[src/rtl/omsp_sm_alloc_ctrl_if.sv]
// ---------------------------------------------------------------------------
// omsp_sm_alloc_ctrl_if
//   Request/response bundle between the SM instruction decoder (master) and
//   the protected-module allocation controller (slave).
//
//   op_valid/op_ready   request handshake, accepted when both are high
//   op_code             00 create, 01 destroy, 1x illegal
//   op_start/op_end     create: text range [op_start, op_end)
//   op_id               destroy: id to remove
//   done                one-cycle completion pulse
//   done_status         0 OK, 1 OVERLAP, 2 FULL, 3 NOT_FOUND,
//                       4 ID_EXHAUSTED, 5 BAD_ARG
//   done_id             id created / destroyed, 0 on failure
// ---------------------------------------------------------------------------
interface omsp_sm_alloc_ctrl_if #(
   parameter int AW   = 16,
   parameter int ID_W = 16
) ();
   logic            op_valid;
   logic            op_ready;
   logic [1:0]      op_code;
   logic [AW-1:0]   op_start;
   logic [AW-1:0]   op_end;
   logic [ID_W-1:0] op_id;
   logic            done;
   logic [2:0]      done_status;
   logic [ID_W-1:0] done_id;

   modport master (
      output op_valid, op_code, op_start, op_end, op_id,
      input  op_ready, done, done_status, done_id
   );

   modport slave (
      input  op_valid, op_code, op_start, op_end, op_id,
      output op_ready, done, done_status, done_id
   );
endinterface

[src/rtl/omsp_sm_alloc_ctrl.sv]
// ---------------------------------------------------------------------------
// omsp_sm_alloc_ctrl
//   Protected-module (SM) controller. Keeps a table of NB_SM slots
//   (valid, id, text_start, text_end), serves create/destroy requests with a
//   scan FSM visiting one slot per cycle, resolves the executing SM id from
//   pc every cycle and flags exhaustion of the id space.
//
//   mclk, puc_rst_n   clock / asynchronous active-low reset
//   req               request/response bundle (slave side)
//   pc                current program counter
//   handling_irq      irq entry sequence active
//   irq_num           irq being handled
//   current_id        id of the SM executing now (0 = none)
//   prev_id           id of the last different SM
//   exec_sm           pc lies inside a valid slot
//   enter_sm          current_id changed since last cycle
//   id_exhausted      sticky: id space used up
// ---------------------------------------------------------------------------
module omsp_sm_alloc_ctrl #(
   parameter int NB_SM = 4,
   parameter int AW    = 16,
   parameter int ID_W  = 16,
   parameter int IRQ_W = 4
) (
   input  logic                  mclk,
   input  logic                  puc_rst_n,
   omsp_sm_alloc_ctrl_if.slave   req,
   input  logic [AW-1:0]         pc,
   input  logic                  handling_irq,
   input  logic [IRQ_W-1:0]      irq_num,
   output logic [ID_W-1:0]       current_id,
   output logic [ID_W-1:0]       prev_id,
   output logic                  exec_sm,
   output logic                  enter_sm,
   output logic                  id_exhausted
);

   localparam int              IDX_W    = (NB_SM > 1) ? $clog2(NB_SM) : 1;
   localparam logic [IDX_W-1:0] LAST_IDX = IDX_W'(NB_SM - 1);
   localparam logic [ID_W-1:0] IRQ_BASE = {{(ID_W-IRQ_W){1'b1}}, {IRQ_W{1'b0}}};
   localparam logic [1:0]      OP_CREATE  = 2'b00;
   localparam logic [1:0]      OP_DESTROY = 2'b01;

   typedef enum logic [1:0] {ST_IDLE, ST_SCAN, ST_RESP} state_e;

   typedef enum logic [2:0] {
      S_OK           = 3'd0,
      S_OVERLAP      = 3'd1,
      S_FULL         = 3'd2,
      S_NOT_FOUND    = 3'd3,
      S_ID_EXHAUSTED = 3'd4,
      S_BAD_ARG      = 3'd5
   } status_e;

   // Slot table
   logic [NB_SM-1:0] slot_valid_q;
   logic [ID_W-1:0]  slot_id_q    [NB_SM];
   logic [AW-1:0]    slot_start_q [NB_SM];
   logic [AW-1:0]    slot_end_q   [NB_SM];

   // Control / captured request
   state_e          state_q;
   logic [IDX_W-1:0] scan_idx_q;
   logic [1:0]      op_code_q;
   logic [AW-1:0]   op_start_q;
   logic [AW-1:0]   op_end_q;
   logic [ID_W-1:0] op_id_q;
   logic [ID_W-1:0] next_id_q;
   logic            id_exhausted_q;

   // Scan accumulators
   logic            overlap_q, overlap_d;
   logic            free_found_q, free_found_d;
   logic [IDX_W-1:0] free_idx_q, free_idx_d;
   logic            match_found_q, match_found_d;
   logic [IDX_W-1:0] match_idx_q, match_idx_d;

   // Registered response
   logic            done_q;
   status_e         done_status_q;
   logic [ID_W-1:0] done_id_q;

   // pc tracking
   logic [ID_W-1:0] prev_cycle_id_q;
   logic [ID_W-1:0] prev_id_q;

   logic            scan_last;
   status_e         create_status;
   logic            table_wr;
   logic            bad_arg;
   logic            slot_hit;
   logic [ID_W-1:0] hit_id;

   // ------------------------------------------------------------------------
   // Scan datapath: fold the slot at scan_idx_q into the accumulators. The
   // free/match index only latches on the first qualifying slot, giving the
   // lowest index.
   // ------------------------------------------------------------------------
   // NOTE: every always_comb output gets a default first so no latch is inferred.
   always_comb begin
      overlap_d     = overlap_q | (slot_valid_q[scan_idx_q] &
                                   (op_start_q < slot_end_q[scan_idx_q]) &
                                   (slot_start_q[scan_idx_q] < op_end_q));
      free_found_d  = free_found_q | ~slot_valid_q[scan_idx_q];
      free_idx_d    = free_found_q ? free_idx_q : scan_idx_q;
      match_found_d = match_found_q | (slot_valid_q[scan_idx_q] &
                                       (slot_id_q[scan_idx_q] == op_id_q));
      match_idx_d   = match_found_q ? match_idx_q : scan_idx_q;

      scan_last = (scan_idx_q == LAST_IDX);

      if (overlap_d)                   create_status = S_OVERLAP;
      else if (!free_found_d)          create_status = S_FULL;
      else if (next_id_q == IRQ_BASE)  create_status = S_ID_EXHAUSTED;
      else                             create_status = S_OK;

      table_wr = (state_q == ST_SCAN) && scan_last &&
                 (op_code_q == OP_CREATE) && (create_status == S_OK);

      bad_arg = req.op_code[1] ||
                ((req.op_code == OP_CREATE) && (req.op_end <= req.op_start));
   end

   // ------------------------------------------------------------------------
   // Control FSM, valid bits, id counter and registered outputs
   // ------------------------------------------------------------------------
   // NOTE: sequential state uses non-blocking assignments only, so every
   // register samples the pre-edge values regardless of statement order.
   always_ff @(posedge mclk or negedge puc_rst_n) begin
      if (!puc_rst_n) begin
         state_q         <= ST_IDLE;
         scan_idx_q      <= '0;
         op_code_q       <= '0;
         op_start_q      <= '0;
         op_end_q        <= '0;
         op_id_q         <= '0;
         next_id_q       <= ID_W'(1);
         id_exhausted_q  <= 1'b0;
         slot_valid_q    <= '0;
         overlap_q       <= 1'b0;
         free_found_q    <= 1'b0;
         free_idx_q      <= '0;
         match_found_q   <= 1'b0;
         match_idx_q     <= '0;
         done_q          <= 1'b0;
         done_status_q   <= S_OK;
         done_id_q       <= '0;
         prev_cycle_id_q <= '0;
         prev_id_q       <= '0;
      end else begin
         // Response fields are only non-zero during the done cycle.
         done_q        <= 1'b0;
         done_status_q <= S_OK;
         done_id_q     <= '0;

         prev_cycle_id_q <= current_id;
         if (enter_sm) prev_id_q <= prev_cycle_id_q;

         unique case (state_q)
            ST_IDLE: begin
               if (req.op_valid) begin
                  op_code_q     <= req.op_code;
                  op_start_q    <= req.op_start;
                  op_end_q      <= req.op_end;
                  op_id_q       <= req.op_id;
                  scan_idx_q    <= '0;
                  overlap_q     <= 1'b0;
                  free_found_q  <= 1'b0;
                  free_idx_q    <= '0;
                  match_found_q <= 1'b0;
                  match_idx_q   <= '0;
                  if (bad_arg) begin
                     state_q       <= ST_RESP;
                     done_q        <= 1'b1;
                     done_status_q <= S_BAD_ARG;
                  end else begin
                     state_q <= ST_SCAN;
                  end
               end
            end

            ST_SCAN: begin
               overlap_q     <= overlap_d;
               free_found_q  <= free_found_d;
               free_idx_q    <= free_idx_d;
               match_found_q <= match_found_d;
               match_idx_q   <= match_idx_d;
               scan_idx_q    <= scan_idx_q + IDX_W'(1);
               if (scan_last) begin
                  state_q <= ST_RESP;
                  done_q  <= 1'b1;
                  if (op_code_q == OP_CREATE) begin
                     done_status_q <= create_status;
                     if (create_status == S_OK) begin
                        slot_valid_q[free_idx_d] <= 1'b1;
                        done_id_q                <= next_id_q;
                        next_id_q                <= next_id_q + ID_W'(1);
                     end
                     if (create_status == S_ID_EXHAUSTED) id_exhausted_q <= 1'b1;
                  end else if (match_found_d) begin
                     slot_valid_q[match_idx_d] <= 1'b0;
                     done_status_q             <= S_OK;
                     done_id_q                 <= op_id_q;
                  end else begin
                     done_status_q <= S_NOT_FOUND;
                  end
               end
            end

            ST_RESP: state_q <= ST_IDLE;

            default: state_q <= ST_IDLE;
         endcase
      end
   end

   // ------------------------------------------------------------------------
   // Slot payload. Qualified everywhere by slot_valid_q, so it carries no reset.
   // ------------------------------------------------------------------------
   // NOTE: table storage is deliberately not reset; only the valid bits are.
   always_ff @(posedge mclk) begin
      if (table_wr) begin
         slot_id_q[free_idx_d]    <= next_id_q;
         slot_start_q[free_idx_d] <= op_start_q;
         slot_end_q[free_idx_d]   <= op_end_q;
      end
   end

   // ------------------------------------------------------------------------
   // pc lookup: descending loop so the lowest-index hit wins.
   // ------------------------------------------------------------------------
   always_comb begin
      slot_hit = 1'b0;
      hit_id   = '0;
      for (int i = NB_SM - 1; i >= 0; i--) begin
         if (slot_valid_q[i] && (pc >= slot_start_q[i]) && (pc < slot_end_q[i])) begin
            slot_hit = 1'b1;
            hit_id   = slot_id_q[i];
         end
      end

      if (handling_irq)  current_id = IRQ_BASE + ID_W'(irq_num);
      else if (slot_hit) current_id = hit_id;
      else               current_id = '0;
   end

   assign exec_sm          = slot_hit;
   assign enter_sm         = (prev_cycle_id_q != current_id);
   assign prev_id          = prev_id_q;
   assign id_exhausted     = id_exhausted_q;
   assign req.op_ready     = (state_q == ST_IDLE);
   assign req.done         = done_q;
   assign req.done_status  = done_status_q;
   assign req.done_id      = done_id_q;

endmodule

[src/flat_wrapper.sv]
// flat-port wrapper written by rule: the top's interface ports become plain ports
module omsp_sm_alloc_ctrl_flat 
#(
   parameter int NB_SM = 4,
   parameter int AW    = 16,
   parameter int ID_W  = 16,
   parameter int IRQ_W = 4
)
  (mclk, puc_rst_n, pc, handling_irq, irq_num, current_id, prev_id, exec_sm, enter_sm, id_exhausted, req_op_valid, req_op_code, req_op_start, req_op_end, req_op_id, req_op_ready, req_done, req_done_status, req_done_id);
  omsp_sm_alloc_ctrl_if #(.AW(AW), .ID_W(ID_W)) req_i ();
  input  logic mclk;
  input  logic puc_rst_n;
  input  logic [AW-1:0] pc;
  input  logic handling_irq;
  input  logic [IRQ_W-1:0] irq_num;
  output logic [ID_W-1:0] current_id;
  output logic [ID_W-1:0] prev_id;
  output logic exec_sm;
  output logic enter_sm;
  output logic id_exhausted;
  input wire logic [$bits(req_i.op_valid)-1:0] req_op_valid;
  input wire logic [$bits(req_i.op_code)-1:0] req_op_code;
  input wire logic [$bits(req_i.op_start)-1:0] req_op_start;
  input wire logic [$bits(req_i.op_end)-1:0] req_op_end;
  input wire logic [$bits(req_i.op_id)-1:0] req_op_id;
  output wire logic [$bits(req_i.op_ready)-1:0] req_op_ready;
  output wire logic [$bits(req_i.done)-1:0] req_done;
  output wire logic [$bits(req_i.done_status)-1:0] req_done_status;
  output wire logic [$bits(req_i.done_id)-1:0] req_done_id;
  assign req_i.op_valid = req_op_valid;
  assign req_i.op_code = req_op_code;
  assign req_i.op_start = req_op_start;
  assign req_i.op_end = req_op_end;
  assign req_i.op_id = req_op_id;
  assign req_op_ready = req_i.op_ready;
  assign req_done = req_i.done;
  assign req_done_status = req_i.done_status;
  assign req_done_id = req_i.done_id;
  omsp_sm_alloc_ctrl #(.NB_SM(NB_SM), .AW(AW), .ID_W(ID_W), .IRQ_W(IRQ_W)) u_core (.mclk(mclk), .puc_rst_n(puc_rst_n), .req(req_i), .pc(pc), .handling_irq(handling_irq), .irq_num(irq_num), .current_id(current_id), .prev_id(prev_id), .exec_sm(exec_sm), .enter_sm(enter_sm), .id_exhausted(id_exhausted));
endmodule
[config.mk]
export PLATFORM = sky130hd
export DESIGN_NAME = omsp_sm_alloc_ctrl_flat
export DESIGN_NICKNAME = d
export VERILOG_FILES = /design/src/rtl/omsp_sm_alloc_ctrl_if.sv /design/src/rtl/omsp_sm_alloc_ctrl.sv /design/src/flat_wrapper.sv
export SDC_FILE = /design/constraint.sdc
export NUM_CORES = 1
export LEC_CHECK = 0
export CORE_MARGIN = 2
export CORE_UTILIZATION = 54
export CTS_CLUSTER_DIAMETER = 100
export DETAILED_ROUTE_END_ITERATION = 10
export GPL_TIMING_DRIVEN = 1
export PLACE_DENSITY = 0.77
export SYNTH_ARGS = -nofsm -noshare
export SYNTH_HDL_FRONTEND = slang
export SYNTH_SLANG_ARGS = --single-unit
[constraint.sdc]
create_clock -name mclk -period 7.3 [get_ports mclk]
set_input_delay 1.095 -clock mclk [delete_from_list [all_inputs] [get_ports mclk]]
set_output_delay 1.095 -clock mclk [all_outputs]
set_load 0.02 [all_outputs]
### Yosys cells after proc, flatten, opt, wreduce, memory -nomap -nowiden

Memories as Yosys holds them, arrays and structs flattened.
Index checks and enable logic that the tools add are counted.

| word-level totals | value |
|---|---|
| RAM bits | 192 |
| word-level logic and storage cells | 140 |
| output and inout bits | 56 |
| bits in registers | 134 |
| memories | 3 |
| bits of input ports | 74 |

Memory list:

| memory | depth | bits a word | rd ports | clocked after Yosys merged registers in | wr ports | RTL line | source |
|---|---|---|---|---|---|---|---|
| u_core.slot_end_q | 4 | 16 | 5 | 0 | 1 | omsp_sm_alloc_ctrl.sv:59 | `logic [AW-1:0] slot_end_q [NB_SM];` |
| u_core.slot_id_q | 4 | 16 | 5 | 0 | 1 | omsp_sm_alloc_ctrl.sv:57 | `logic [ID_W-1:0] slot_id_q [NB_SM];` |
| u_core.slot_start_q | 4 | 16 | 5 | 0 | 1 | omsp_sm_alloc_ctrl.sv:58 | `logic [AW-1:0] slot_start_q [NB_SM];` |

| cells by class | value |
|---|---|
| mux-type cells | 53 |
| equal/unequal tests | 9 |
| bitwise operators | 10 |
| magnitude comparators | 16 |
| add/subtract/negate cells | 3 |
| reduce and logical (&&, ||, !) cells | 27 |

Operators with widths:

| operator | count |
|---|---|
| 16-bit 2-to-1 mux | 11 |
| 16-bit < comparator | 6 |
| 16-bit >= comparator | 4 |
| 3-bit 2-to-1 mux | 7 |
| 16-bit by 1-bit adder with 16-bit output, second input constant | 1 |
| 16-bit equality test | 1 |
| 16-bit equality test, second input constant | 1 |
| 16-bit <= comparator | 1 |
| 16-bit inequality test | 1 |
| 2-bit case mux with 2 select lines | 4 |
| 1-bit logical AND | 14 |
| 2-bit 2-to-1 mux | 7 |
| 1-bit 2-to-1 mux | 13 |
| 4-bit 2-to-1 mux | 3 |
| 4-bit AND reduction | 3 |
| 2-bit by 3-bit < comparator with 1-bit output, second input constant | 3 |
| 1-bit case mux with 2 select lines | 4 |
| 5-bit by 5-bit adder with 6-bit output, first input constant | 1 |
| 2-bit zero test | 3 |
| 3-bit case mux with 2 select lines | 1 |
| 2-bit AND reduction | 3 |
| 4-bit AND | 1 |
| 1-bit demux with 2-bit select | 2 |
| 2-bit by 1-bit >= comparator with 1-bit output, second input constant | 2 |
| other kinds (15) | 21 |

### Longest topological paths before layout

Gate-level depths: netlist of the first run.

| depth | value |
|---|---|
| depth after elaboration | 11 |
| mapped depth | 18 |
| mapped depth without buffers | 14 |

### Least setup slack after synthesis of the first run

OpenSTA, ideal clock, no wires.

| timing path | value |
|---|---|
| kind | register -> register |
| start | reg u_core.scan_idx_q[0] |
| end | mem u_core.slot_end_q[0][0] (enable) |
| setup time | 0.461 ns |
| required time | 6.839 ns |
| cell stages (with the launch flop) | 17 |
| setup slack | 0.205 ns |
| buffers on the path | 4 |
| clock period less this slack | 7.095 ns |
| data arrival time | 6.634 ns |
| path through | dfrtp_1 > buf_1 > clkbuf_1 > clkbuf_1 > buf_1 > mux4_2 > inv_1 > ha_1 > a21boi_0 > o21a_1 > o21ai_0 > a21oi_1 > o31ai_1 > a211oi_1 > o211a_1 > nor2b_1 > nor2b_1 |

| between the ends | value |
|---|---|
| cells in the longest elaborated chain, start to end | 10 |
| elaborated cells on any way between the ends | 21 |
| those cells by class | 2 x order compare; 1 x eq/ne; 7 x mux; 5 x bitwise; 4 x reduce/logical; 2 x memory |

Ends and longest elaborated chain:

| item | RTL line | source |
|---|---|---|
| start: declaration | omsp_sm_alloc_ctrl.sv:63 | `logic [IDX_W-1:0] scan_idx_q;` |
| start signal: assignment | omsp_sm_alloc_ctrl.sv:188 | `scan_idx_q <= scan_idx_q + IDX_W'(1);` |
| memory read 4 x 16 bit / 1-bit binary-select mux with 2-bit select (equally long branches) | n/a |  |
| 16-bit < comparator / 1-bit 2-to-1 mux (equally long branches) | omsp_sm_alloc_ctrl.sv:102, omsp_sm_alloc_ctrl.sv:101, omsp_sm_alloc_ctrl.sv:104 |  |
| 1-bit AND / 1-bit inverter (equally long branches) | omsp_sm_alloc_ctrl.sv:101, omsp_sm_alloc_ctrl.sv:104 |  |
| 1-bit AND / 1-bit OR (equally long branches) | omsp_sm_alloc_ctrl.sv:102, omsp_sm_alloc_ctrl.sv:104 |  |
| 1-bit OR / 3-bit 2-to-1 mux (equally long branches) | omsp_sm_alloc_ctrl.sv:101, omsp_sm_alloc_ctrl.sv:113 |  |
| 3-bit 2-to-1 mux | omsp_sm_alloc_ctrl.sv:112 | `if (overlap_d) create_status = S_OVERLAP;` |
| 3-bit zero test | omsp_sm_alloc_ctrl.sv:118 | `(op_code_q == OP_CREATE) && (create_status == S_OK);` |
| 1-bit logical AND | omsp_sm_alloc_ctrl.sv:118 |  |
| 1-bit 2-to-1 mux | omsp_sm_alloc_ctrl.sv:222 | `if (table_wr) begin` |
| 1-bit 2-to-1 mux (not written as such) | omsp_sm_alloc_ctrl.sv:225 | `slot_end_q[free_idx_d] <= op_end_q;` |
| end: declaration | omsp_sm_alloc_ctrl.sv:59 |  |

Parallel ways exist; a longest one is shown, timed or not. The select of a mux whose other input is x is not followed.

### Final worst setup path of the first run

| timing path | value |
|---|---|
| start | in pc[3] |
| end | out enter_sm |

| between the ends | value |
|---|---|
| cells in the longest elaborated chain, start to end | 10 |
| elaborated cells on any way between the ends | 27 |
| those cells by class | 8 x order compare; 1 x eq/ne; 10 x mux; 8 x reduce/logical |

Ends and longest elaborated chain:

| item | RTL line | source |
|---|---|---|
| start: declaration | flat_wrapper.sv:13 | `input logic [AW-1:0] pc;` |
| 16-bit >= comparator | omsp_sm_alloc_ctrl.sv:236 | `if (slot_valid_q[i] && (pc >= slot_start_q[i]) && (pc < slot_end_q[i])) begin` |
| 1-bit logical AND (2 in a row) | omsp_sm_alloc_ctrl.sv:236 |  |
| 16-bit 2-to-1 mux / 1-bit 2-to-1 mux (equally long branches) (4 in a row) | omsp_sm_alloc_ctrl.sv:236 |  |
| 16-bit 2-to-1 mux * | omsp_sm_alloc_ctrl.sv:243 | `else if (slot_hit) current_id = hit_id;` |
| 16-bit 2-to-1 mux * | omsp_sm_alloc_ctrl.sv:242 | `if (handling_irq) current_id = IRQ_BASE + ID_W'(irq_num);` |
| 16-bit inequality test * | omsp_sm_alloc_ctrl.sv:248 | `assign enter_sm = (prev_cycle_id_q != current_id);` |
| end: declaration | flat_wrapper.sv:19 | `output logic enter_sm;` |

Every way passes the cells marked *; elsewhere a longest branch is shown, timed or not.

==> results of run 1 <==
## worst max-delay path, cell delays in order
cell and delay [ns]:
clkdlybuf4s50_1 0.64, ha_1 0.35, a2111oi_0 0.77, o32ai_1 0.28, o211ai_1 0.25, and3_1 0.33, buf_4 0.24, nand3_1 0.09
a21oi_1 0.37, mux2i_1 0.30, o31ai_1 0.11, mux2_2 0.32, nand4_4 0.11, clkdlybuf4s50_1 0.61
## per-stage QoR
step / power, mW / cells / setup slack (ns) / utilization (%)
2_1_floorplan: 3.50 / 1421 / 0.205 / -
3_3_place_gp: 4.03 / 1931 / 0.509 / 61.0
3_5_place_dp: 4.07 / 1931 / 0.502 / 61.0
4_1_cts: 6.03 / 1999 / 0.464 / 65.0
5_1_grt: 6.28 / 1999 / 0.0975 / 65.0
6_report: 6.01 / 1999 / 0.341 / 65.0
## how the worst max path moves through the flow
stage / cells after the start / slack [ns] / to / startpoint
detailed placement: 15 / 0.50 / enter_sm / pc[15]
finish: 14 / 0.34 / enter_sm / pc[3]
global placement: 13 / 0.51 / enter_sm / pc[9]
global route: 13 / 0.1 / enter_sm / pc[9]
CTS: 15 / 0.46 / enter_sm / pc[15]
floorplan: 16 / 0.20 / u_core.slot_end_q[0][0]$_DFFE_PP_ / u_core.scan_idx_q[0]$_DFFE_PN0P_
## power breakdown
part / internal (mW) / total, mW / leakage (nW) / switching, mW
clock network: 1.17 / 1.95 / 0.625 / 0.775
registers: 2.26 / 2.60 / 3.45 / 0.346
logic: 0.717 / 1.46 / 4.71 / 0.743
## logic make-up (layout without fill, tap and decap cells)
logic type	after synthesis	in the layout	share of synthesized area, %
mux	108	108	10.3
flops	326	326	52.1
fa+ha+maj	173	173	12.4
compound gates	266	266	10.2
simple gates	272	272	7.87
buf+inv	235	411	5.09
xor+xnor	41	41	2.05
## layer usage
metal  share of wire (%)  vias up  GRT usage (%)
met2                  47      567           45.4
met1                  42     6106           40.1
met5                   0        -              0
met3                 8.7       71           4.99
met4                 2.7        0           8.26
li1                    -     5537              -
## cells in the mapped netlist (3+ instances only)
library cell and number:
mux2i_1 6, mux2_4 9, dfrtp_1 133, nand4_1 33, a211o_1 3, buf_1 8
xnor2_1 21, nor2b_1 12, nor2_1 46, o31ai_1 5, a31o_2 4, nand2_1 81
and2_1 5, o21ai_0 56, ha_1 173, a21o_1 25, a31oi_1 12, and3_1 9
nand2b_1 11, clkbuf_1 34, a32o_1 3, o22ai_1 6, o32ai_1 4, a21oi_1 68
or3_1 4, nand3_1 34, a22o_1 16, o2111ai_1 6, nor3_1 17, o211ai_1 7
edfxtp_1 192, mux2_2 43, a211oi_1 11, a2111oi_0 5, a41oi_1 3, inv_1 192
a221o_1 3, o21a_1 8, xor2_1 20, nor3b_1 5, mux4_2 49
## state kept, by name, indices dropped and copies added, names as in the netlist, 2 cells and up
| signal | cells |
|---|---|
| u_core.match_idx_q | 2 |
| u_core.scan_idx_q | 2 |
| u_core.prev_id | 16 |
| u_core.slot_start_q | 64 |
| u_core.prev_cycle_id_q | 16 |
| u_core.free_idx_q | 2 |
| u_core.req.done_id | 16 |
| u_core.op_end_q | 16 |
| u_core.slot_id_q | 64 |
| u_core.slot_valid_q | 4 |
| u_core.op_id_q | 16 |
| u_core.op_start_q | 16 |
| u_core.slot_end_q | 64 |
| u_core.req.done_status | 3 |
| u_core.state_q | 2 |
| u_core.next_id_q | 16 |
| u_core.op_code_q | 2 |
## final cells by class
type / count / area, µm²
Sequential cell: 326 / 9130
Timing Repair Buffer: 151 / 1470
Clock inverter: 25 / 278
Fill cell: 2389 / 11100
Tap cell: 402 / 503
Inverter: 192 / 721
Clock buffer: 43 / 1000
Multi-Input combinational cell: 860 / 7510
## cell usage in the layout (no fill, tap or decap), types with 9 or more instances in the layout
cell type	synthesis	final
clkdlybuf4s50_1	0	128
nand3_1	34	34
dfrtp_1	133	131
a31oi_1	12	12
nor2b_1	12	10
buf_4	0	21
a22o_1	16	16
o21ai_0	56	56
inv_1	192	192
edfxtp_1	192	192
a21oi_1	68	68
clkbuf_16	0	39
a21o_1	25	25
nor3_1	17	15
mux2_4	9	9
xor2_1	20	20
a211oi_1	11	11
and3_1	9	9
ha_1	173	173
nand4_1	33	33
nor2_1	46	46
xnor2_1	21	21
mux2_2	43	43
nand2_1	81	81
nand2b_1	11	11
mux4_2	49	49
==> impl_metrics.yaml, run 1 <==
synthesis:
  ys_async_sr_fraction_pct: 41.1
  synth-seq-cells: 326
  synth_area_leader_cell: "edfxtp_1"
  ys_types: 73
  synth_top_area_share_pct: 33.0
  syn_area_per_cell_um2: 12.3
  syn_area_um2: 17500
  synthCells: 1421
  synth_nets: 1668
  synth_seq_area_share_pct: 52.1
  synth-edff-count: 192
  synth.top_cells.by_area: "edfxtp_1 33%, dfrtp_1 19%, ha_1 12%"
  synth_warnings: 0
  synth-main-ff-cell: "edfxtp_1"
die:
  die_area_um2: 33900
  die_h_um: 184
  start_util_pct: 55.2
  die_x_um: 184
  ios: 130
  core_area_um2: 31700
  rows: 65
worst_setup_path:
  cp_data_required_time_ns: 6.20
  arrival_ns: 5.86
  endpoint_kind: "output pin"
  r2r_start: "u_core.scan_idx_q[1]$_DFFE_PN0P_"
  worstRegToRegCells: 11
  r2r_end: "u_core.slot_end_q[3][9]$_DFFE_PP_"
  rrSetupSlack_ns: 1.86
  critPathMaxFanout: 12
  worst_setup_path_start_kind: "primary input"
  criticalPathCategory: "primary input to output pin"
pwr:
  vdd_drop_max_uv: 282
  p_leak_nw: 8.79
  powerDensity_nw_per_um2: 291
layout:
  syn2layout_area_growth_pct: 17.8
  drive_above_1_share_pct: 13.0
  final_area_um2: 20600
  diodes: 0
  nNetsFinal: 1815
place:
  place_area_um2: 19300
  dpl.hpwl_um: 33500
  io_buffers: 129
  gp_congestion: 0.921
clocking:
  cts_tree: "done"
  clock_path_buffers: 3
  post_cts_buffers: 0
  insertion_delay_ns: 0.54
  cts-root-buf: "clkbuf_16"
  cts_resized: 0
  htree_num_levels: 2
  cts_buffers: 37
  cts_sinks: 326
  clk_pin_slew_worst_paths_ns: 0.06
  cts_hold_buf: 0
sta:
  maxSlewViolCount: 0
  whs_ns: 0.478
  fin_worst_skew_ns: 0.0238
  grt_setup_unrepaired: "no"
  relSlewSlack_pct: 40.0
  setup-tns-final_ns: 0
  finalSetupViolations: 0
  worst_pin_slew_ns: 0.901
  timing.final.crit_share_pct: 95.3
  fmax_ghz: 0.144
  finalHoldViolations: 0
  finalCriticalPeriod_ns: 6.96
drt:
  firstDrtPassIters: 5
  num_vias: 12300
  drc: 0
  antenna_left: 0
  drt_iter0_markers: 1082
  routed_via_density: 6.14
  avgRoutedWirePerCell_um: 23.6
  wl_um: 47100
job:
  max_cap_viol_count: 0
status:
  status: "finished, final reports clean"
min_path:
  worstHoldPathCells: 1
  hold_class: "flip-flop to flip-flop"
  holdPathEnd: "u_core.id_exhausted$_DFFE_PN0P_"
  min_from: "u_core.id_exhausted$_DFFE_PN0P_"
global_routing:
  grt_pass1_vias: 12400
  grt_max_degree: 75
  grt_pass1_wl_um: 71900
  antenna_found_initial: 0
  grt_use_total_pct: 28.4
  overflow: 0
No activity file was read; power rests on OpenSTA's default activity.
==> run 2: changes to the inputs <==
--- a/config.mk
+++ b/config.mk
@@ -5,7 +5,7 @@
 export SDC_FILE = /design/constraint.sdc
 export NUM_CORES = 1
 export LEC_CHECK = 0
-export CORE_MARGIN = 2
+export CORE_MARGIN = 5
 export CORE_UTILIZATION = 54
 export CTS_CLUSTER_DIAMETER = 100
 export DETAILED_ROUTE_END_ITERATION = 10
==> impl_metrics.yaml, run 2 (same netlist as run 1, synthesis figures left out) <==
status:
  status: "finished, final reports clean"
die:
  die_x_um: 190
  rows: 66
  die_area_um2: 36100
  start_util_pct: 54.2
  die_h_um: 190
  core_area_um2: 32300
  ios: 130
worst_setup_path:
  r2r_start: "u_core.scan_idx_q[0]$_DFFE_PN0P_"
  worstRegToRegCells: 11
  rrSetupSlack_ns: 1.43
  cp_data_required_time_ns: 6.20
  criticalPathCategory: "primary input to output pin"
  endpoint_kind: "output pin"
  r2r_end: "u_core.slot_start_q[3][12]$_DFFE_PP_"
  critPathMaxFanout: 14
  arrival_ns: 5.84
  worst_setup_path_start_kind: "primary input"
job:
  max_cap_viol_count: 0
clocking:
  cts_sinks: 326
  insertion_delay_ns: 0.54
  htree_num_levels: 2
  cts_buffers: 36
  cts_hold_buf: 0
  cts_resized: 0
  cts_tree: "done"
  clk_pin_slew_worst_paths_ns: 0.06
  cts-root-buf: "clkbuf_16"
  clock_path_buffers: 3
  post_cts_buffers: 0
drt:
  met3_length_um: 3870
  num_vias: 12400
  top_layer: "met5"
  wl_um: 47500
  routed_via_density: 6.06
  dr_wl_met2_um: 22400
  avgRoutedWirePerCell_um: 23.2
  drc: 0
  antenna_left: 0
  wl_met1_um: 19800
  firstDrtPassIters: 5
  drt_iter0_markers: 1132
sta:
  fmax_ghz: 0.144
  finalSetupViolations: 0
  finalCriticalPeriod_ns: 6.93
  grt_setup_unrepaired: "no"
  relSlewSlack_pct: 28.9
  worst_pin_slew_ns: 1.07
  timing.final.crit_share_pct: 95.0
  fin_worst_skew_ns: 0.0254
  finalHoldViolations: 0
  maxSlewViolCount: 0
  setup-tns-final_ns: 0
global_routing:
  overflow: 0
  grt_pass1_wl_um: 73100
  grt_max_degree: 77
  grt_use_total_pct: 26.2
  antenna_found_initial: 1
  grt_pass1_vias: 12700
pwr:
  vdd_drop_max_uv: 295
  p_leak_nw: 8.85
  total_power_mw: 6.03
  powerDensity_nw_per_um2: 290
layout:
  layout_common_cells: "192 x inv_1, 192 x edfxtp_1, 173 x ha_1, 131 x dfrtp_1, 128 x clkdlybuf4s50_1"
  reg_top3: "u_core.slot_end_q: 64 flops, u_core.slot_id_q: 64 flops, u_core.slot_start_q: 64 flops"
  final_area_um2: 20800
  diodes: 0
  drive_above_1_share_pct: 13.4
  syn2layout_area_growth_pct: 18.8
  nNetsFinal: 1826
place:
  place_area_um2: 19500
  dpl.hpwl_um: 34200
  io_buffers: 129
  gp_congestion: 0.977
min_path:
  hold_class: "flip-flop to flip-flop"
  worstHoldPathCells: 1
  holdPathEnd: "u_core.id_exhausted$_DFFE_PN0P_"
  min_from: "u_core.id_exhausted$_DFFE_PN0P_"
[run 2: cell types whose count changed in the layout (fill, tap and decap cells not counted)]
cell,change
buf_12,+2
buf_4,+10
bufinv_16,+1
clkbuf_1,+6
clkbuf_16,-2
clkbuf_8,+4
clkinv_1,-3
clkinv_16,+1
clkinv_2,-5
clkinv_4,-1
clkinvlp_4,-2
inv_16,-1
[run 2: power by group]
part	switching, mW	total [mW]	internal (mW)
Clock	0.750	1.95	1.20
Combinational	0.780	1.51	0.729
Sequential	0.310	2.57	2.26
Total	1.84	6.03	4.19
[run 2: worst max path at each step]
| stage | start | end | slack, ns | cells past startpoint |
|---|---|---|---|---|
| after floorplan | u_core.scan_idx_q[0]$_DFFE_PN0P_ | u_core.slot_end_q[0][0]$_DFFE_PP_ | 0.20 | 16 |
| after global placement | pc[1] | enter_sm | 0.51 | 13 |
| after detailed placement | pc[4] | enter_sm | 0.47 | 14 |
| after CTS | pc[4] | enter_sm | 0.43 | 14 |
| after global routing | pc[1] | enter_sm | 0.11 | 13 |
| final | pc[4] | enter_sm | 0.37 | 14 |
[run 2: worst max-delay path, stage by stage]
cell	delay (ns)
clkdlybuf4s50_1	0.72
ha_1	0.33
a2111oi_0	0.44
o21ai_0	0.19
a31oi_1	0.29
o32ai_1	0.14
and3_1	0.36
and3_4	0.26
a221o_1	0.33
mux2i_4	0.15
or4b_1	0.47
a311oi_2	0.35
nand4_4	0.13
clkdlybuf4s50_1	0.56
[run 2: metal layers]
layer	global-route usage (%)	up-vias
met2	42.5	599
met3	3.91	106
met5	0	-
li1	-	5553
met4	7.90	2
met1	36.9	6161
[run 2: cell type report]
cell class / count / area (µm²)
Fill cell: 2434 / 11500
Sequential cell: 326 / 9130
Multi-Input combinational cell: 860 / 7510
Timing Repair Buffer: 163 / 1590
Clock buffer: 51 / 1030
Inverter: 192 / 721
Tap cell: 442 / 553
Clock inverter: 15 / 258
[run 2: through the flow]
step,instances,utilization (%),hold slack [ns],setup slack (ns)
after floorplan,1421,-,0.461,0.205
after global placement,1983,60.4,0.463,0.512
after detailed placement,1983,60.4,0.455,0.475
after CTS,2049,64.4,0.478,0.433
after global routing,2049,64.4,0.507,0.114
final,2049,64.4,0.470,0.368
==> run 3: changes to the inputs <==
--- a/config.mk
+++ b/config.mk
@@ -10,6 +10,7 @@
 export CTS_CLUSTER_DIAMETER = 100
 export DETAILED_ROUTE_END_ITERATION = 10
 export GPL_TIMING_DRIVEN = 1
+export HOLD_SLACK_MARGIN = 0.12
 export PLACE_DENSITY = 0.77
 export SYNTH_ARGS = -nofsm -noshare
 export SYNTH_HDL_FRONTEND = slang
==> results of run 3 <==
The final DEF is identical to that of run 2; final timing and power are the same.
